==> config.mk <==
export PLATFORM = sky130hd
export DESIGN_NAME = pc_sequencer
export DESIGN_NICKNAME = d
export VERILOG_FILES = /design/src/rtl/pc_sequencer.sv
export SDC_FILE = /design/constraint.sdc
export NUM_CORES = 1
export LEC_CHECK = 0
export CORE_UTILIZATION = 51
export CTS_CLUSTER_DIAMETER = 50
export DETAILED_ROUTE_END_ITERATION = 10
export PLACE_DENSITY_LB_ADDON = 0.12
export SYNTH_ARGS = -nofsm -noshare
export SYNTH_HDL_FRONTEND = slang
export SYNTH_SLANG_ARGS = --single-unit
==> constraint.sdc <==
create_clock -name clk -period 6.87 [get_ports clk]
set_input_delay 1.0305 -clock clk [delete_from_list [all_inputs] [get_ports clk]]
set_output_delay 1.0305 -clock clk [all_outputs]
set_load 0.02 [all_outputs]
==> src/rtl/pc_sequencer.sv <==
// Fetch program counter and instruction-fetch sequencer: redirects, ECALL trap entry, EBREAK halt/resume.
// Optional build macro PC_MISALIGN_TRAP_EN turns misaligned redirect targets into traps.
module pc_sequencer #(
    parameter logic [31:0] RESET_PC = 32'h0000_0000,
    parameter logic [31:0] TRAP_PC  = 32'h0000_0040
) (
    input  logic        clk,
    input  logic        rst_n,
    input  logic        ex_valid,
    input  logic [1:0]  pc_sel,
    input  logic [31:0] ex_pc,
    input  logic [31:0] br_target,
    input  logic [31:0] jalr_target,
    input  logic        ebreak,
    input  logic        stall,
    input  logic        resume,
    input  logic        imem_ready,
    output logic        imem_req,
    output logic [31:0] imem_addr,
    output logic [31:0] pc,
    output logic        flush,
    output logic        fetch_kill,
    output logic        trap_taken,
    output logic [31:0] mepc,
    output logic        halted
);

    localparam logic [1:0] ST_IDLE  = 2'd0;
    localparam logic [1:0] ST_FETCH = 2'd1;
    localparam logic [1:0] ST_DRAIN = 2'd2;
    localparam logic [1:0] ST_HALT  = 2'd3;

    logic [1:0]  state_r, state_s;
    logic [31:0] pc_r, pc_s;
    logic [31:0] mepc_r, mepc_s;
    logic [31:0] pend_pc_r, pend_pc_s;
    logic        pend_valid_r, pend_valid_s;
    logic        trap_taken_r, trap_taken_s;
    logic        halted_r;
    logic        redirect_s, is_ebreak_s, is_trap_s, misalign_s;
    logic [31:0] raw_target_s, target_s;

    // Raw redirect target selected by the EX-stage decision
    always_comb begin
        raw_target_s = TRAP_PC;
        case (pc_sel)
            2'b10:   raw_target_s = br_target;
            2'b01:   raw_target_s = jalr_target & ~32'h0000_0001;
            default: raw_target_s = TRAP_PC;
        endcase
    end

`ifdef PC_MISALIGN_TRAP_EN
    assign misalign_s = (pc_sel != 2'b11) && (raw_target_s[1:0] != 2'b00);
    assign target_s   = misalign_s ? TRAP_PC : raw_target_s;
`else
    assign misalign_s = 1'b0;
    assign target_s   = {raw_target_s[31:2], 2'b00};
`endif

    // Redirects are only acted on while fetching; HALT and DRAIN ignore them
    assign redirect_s  = ex_valid && (pc_sel != 2'b00) && (state_r == ST_FETCH);
    assign is_ebreak_s = redirect_s && (pc_sel == 2'b11) && ebreak;
    assign is_trap_s   = redirect_s && (((pc_sel == 2'b11) && !ebreak) || misalign_s);

    assign flush      = redirect_s;
    assign imem_req   = (state_r == ST_FETCH) || (state_r == ST_DRAIN);
    assign imem_addr  = pc_r;
    assign pc         = pc_r;
    assign mepc       = mepc_r;
    assign trap_taken = trap_taken_r;
    assign halted     = halted_r;
    // A fresh redirect on the completing cycle supersedes the pending one; flush covers that case
    assign fetch_kill = ((state_r == ST_FETCH) && pend_valid_r && imem_ready && !redirect_s)
                      || ((state_r == ST_DRAIN) && imem_ready);

    // Next-state and next-PC decision
    always_comb begin
        state_s      = state_r;
        pc_s         = pc_r;
        mepc_s       = mepc_r;
        pend_pc_s    = pend_pc_r;
        pend_valid_s = pend_valid_r;
        trap_taken_s = 1'b0;
        case (state_r)
            ST_IDLE: state_s = ST_FETCH;
            ST_FETCH: begin
                if (is_ebreak_s) begin
                    mepc_s       = ex_pc;
                    pend_valid_s = 1'b0;
                    if (imem_ready) begin
                        state_s = ST_HALT;
                    end else begin
                        state_s = ST_DRAIN;
                    end
                end else if (redirect_s) begin
                    if (is_trap_s) begin
                        mepc_s       = ex_pc;
                        trap_taken_s = 1'b1;
                    end else begin
                        mepc_s = mepc_r;
                    end
                    if (imem_ready) begin
                        pc_s         = target_s;
                        pend_valid_s = 1'b0;
                    end else begin
                        pend_pc_s    = target_s;
                        pend_valid_s = 1'b1;
                    end
                end else if (imem_ready) begin
                    if (pend_valid_r) begin
                        pc_s         = pend_pc_r;
                        pend_valid_s = 1'b0;
                    end else if (!stall) begin
                        pc_s = pc_r + 32'd4;
                    end else begin
                        pc_s = pc_r;
                    end
                end else begin
                    pc_s = pc_r;
                end
            end
            ST_DRAIN: begin
                if (imem_ready) begin
                    state_s = ST_HALT;
                end else begin
                    state_s = ST_DRAIN;
                end
            end
            ST_HALT: begin
                if (resume) begin
                    pc_s    = mepc_r + 32'd4;
                    state_s = ST_FETCH;
                end else begin
                    state_s = ST_HALT;
                end
            end
            default: state_s = ST_IDLE;
        endcase
    end

    // State and output registers
    always_ff @(posedge clk or negedge rst_n) begin
        if (!rst_n) begin
            state_r      <= ST_IDLE;
            pc_r         <= RESET_PC;
            mepc_r       <= 32'h0000_0000;
            pend_pc_r    <= 32'h0000_0000;
            pend_valid_r <= 1'b0;
            trap_taken_r <= 1'b0;
            halted_r     <= 1'b0;
        end else begin
            state_r      <= state_s;
            pc_r         <= pc_s;
            mepc_r       <= mepc_s;
            pend_pc_r    <= pend_pc_s;
            pend_valid_r <= pend_valid_s;
            trap_taken_r <= trap_taken_s;
            halted_r     <= (state_s == ST_HALT);
        end
    end

endmodule

==> impl_metrics.json <==
{
  "avgRoutedWirePerCell_um": 17.97,
  "ys_seq_area_share_pct": 38.36,
  "dp_slack_ns": 2.567,
  "grt_max_degree": 66,
  "portBuffers": 201,
  "drt-initial-drc-count": 265,
  "cts_tree": "built",
  "root_buffer": "clkbuf_16",
  "leakage_nw": 3.428,
  "antenna_cells": 0,
  "cp_data_arrival_time_ns": 3.26,
  "die_w_um": 114.5,
  "hp-class": "flop to flop",
  "ir_drop_uv": 284.9,
  "critPathKind": "input pin to output pin",
  "track_usage_pct": 29.96,
  "dr.pass1.iters": 5,
  "cts.sinks": 99,
  "num_vias": 6298,
  "cp_max_fo": 16,
  "worstMarginPinSlew_ns": 1.090,
  "cts_buffers": 9,
  "power_density_nw_per_um2": 427.4,
  "min_to": "pend_pc_r[18]",
  "ys_warn_count": 0,
  "worst_slack_ns": 2.578,
  "synth_edf_count": 0,
  "postRouteAntennaNets": 0,
  "syn2layout_area_growth_pct": 33.23,
  "final_cell_mix": "clkdlybuf4s50_1, nand2_1, dfrtp_1, o21ai_0, mux2_2",
  "fp.dieH_um": 114.5,
  "final_common_cell": "clkdlybuf4s50_1",
  "nFillCells": 1005,
  "total_power_mw": 3.677,
  "fin_area_um2": 8603,
  "synthCells": 746,
  "ys_async_sr_fraction_pct": 100.0,
  "design.core.area_um2": 12160,
  "viasPerCell": 5.953,
  "clock_skew_ns": 0.006243,
  "reg2reg_slack_ns": 3.60,
  "grt_pass1_vias": 6151,
  "postCtsSetupBuffers": 0,
  "holdBufCountCts": 0,
  "cts_buffer_depth": 2,
  "slew_headroom_pct": 27.34,
  "worstSkewPairLatency_ns": 0.35,
  "min_period_ns": 4.292,
  "gp_congestion": 0.9205,
  "drv_cap": 0,
  "finalCritPeriodShare_pct": 62.47,
  "crit_path_end_kind": "output pin",
  "yosysTopAreaCellShare_pct": 38.36,
  "routed_wl_um": 19010,
  "antenna_found_initial": 0,
  "drc": 0,
  "status": "complete, no violations",
  "rows": 40,
  "rsz0062_at_grt": "false",
  "hpwl_um": 14090,
  "fin_nets": 1000,
  "cts_resized": 0,
  "hp-start": "pend_pc_r[18]",
  "synth_top_area_cell": "dfrtp_1",
  "fin_tns_setup_ns": 0,
  "hold_viol": 0,
  "synthesis.area_um2": 6457,
  "crit_required_ns": 5.84,
  "syn_area_per_cell_um2": 8.656,
  "hold_path_depth": 2,
  "synth_cell_types": 62,
  "place_area_um2": 8303,
  "ys_ff_latch": 99,
  "die-area_um2": 13120,
  "finalSetupViolations": 0,
  "reg2reg_to": "imem_addr[20]",
  "ys.flop_type": "dfrtp_1",
  "io_pins": 206,
  "ctsHtreeMaxLevel": 3,
  "cp-start-kind": "input pin",
  "slew_viol_final": 0,
  "clk_pin_slew_ns": 0.07,
  "reg2reg_from": "state_r[1]",
  "syn_nets": 861,
  "holdWs_ns": 0.4789,
  "reg2regPathDepth": 9,
  "grt_pass1_wl_um": 30470,
  "drive_gt1_share_pct": 7.528,
  "grt_overflow": 0,
  "initial_core_util_pct": 53.10,
  "fmax_ghz": 0.2330,
  "synth_area_leaders": "dfrtp_1, nand2_1, mux2_2, o21ai_0, a22o_1"
}
-- critical path: stages --
cell and delay, ns:
clkdlybuf4s50_1 0.51, inv_1 0.08, ha_1 0.23, nand3b_1 0.49, a31oi_1 0.32, nor2_1 0.06, clkdlybuf4s50_1 0.53
-- cell type report --
cell class	instances	area [µm²]	area share, %
repair buffers	209	2069	24.05
clock inverters	6	71.32	0.8290
well taps	168	210.2	2.443
multi-input cells	548	3478	40.43
clock buffers	10	229.0	2.661
flip-flops and latches	99	2477	28.80
inverters	18	67.56	0.7853
-- synth_stat cells, types with 16 or more instances --
library cell and number:
xnor2_1 17, mux2_2 34, a22o_1 31, dfrtp_1 99, a21oi_1 30, xor2_1 17, nand3_1 23, nand4_1 16
buf_4 33, o21ai_0 72, inv_1 18, nand2_1 112, clkbuf_1 35, nor2_1 30
-- state kept, by name, summed over array words and instances, names as in the netlist --
signal / cells
halted: 1
imem_addr: 32
mepc: 32
state_r: 2
pend_valid_r: 1
trap_taken: 1
pend_pc_r: 30
-- metal layers --
layer | part of all wire, % | track usage, %
met5 | 0 | 0
met4 | 3.1 | 12.81
met1 | 40 | 35.98
met3 | 4.6 | 3.388
met2 | 52 | 54.18
-- cell families (layout without fill, tap and decap cells) --
| family | Yosys count | after routing | synth area share, % |
|---|---|---|---|
| simple gates | 258 | 258 | 19.57 |
| compound gates | 211 | 211 | 21.59 |
| flops | 99 | 99 | 38.36 |
| buf+inv | 99 | 243 | 7.847 |
| mux | 35 | 35 | 6.084 |
| xor+xnor | 34 | 34 | 4.611 |
| fa+ha+maj | 10 | 10 | 1.938 |
-- report_power, final --
part	switching [mW]	internal [mW]	leakage, nW
Clock	0.236	0.287	0.140
Combinational	1.10	0.913	2.03
Sequential	0.314	0.823	1.26
Total	1.65	2.02	3.43
-- worst max-delay path by stage --
stage | startpoint | to | slack (ns) | depth (start not counted)
CTS | pc_sel[0] | fetch_kill | 2.57 | 7
global placement | pc_sel[0] | fetch_kill | 2.62 | 7
floorplan | pc_sel[0] | fetch_kill | 3.37 | 7
finish | pc_sel[0] | fetch_kill | 2.58 | 7
detailed placement | pc_sel[0] | fetch_kill | 2.57 | 7
global route | pc_sel[0] | fetch_kill | 2.40 | 7
-- stage by stage --
stage               utilization (%)  std cells
floorplan                         -        746
global placement              68.27       1042
detailed placement            68.27       1042
CTS                           70.74       1058
global route                  70.74       1058
finish                        70.74       1058
Note: power is estimated with default switching activity, not from simulation.
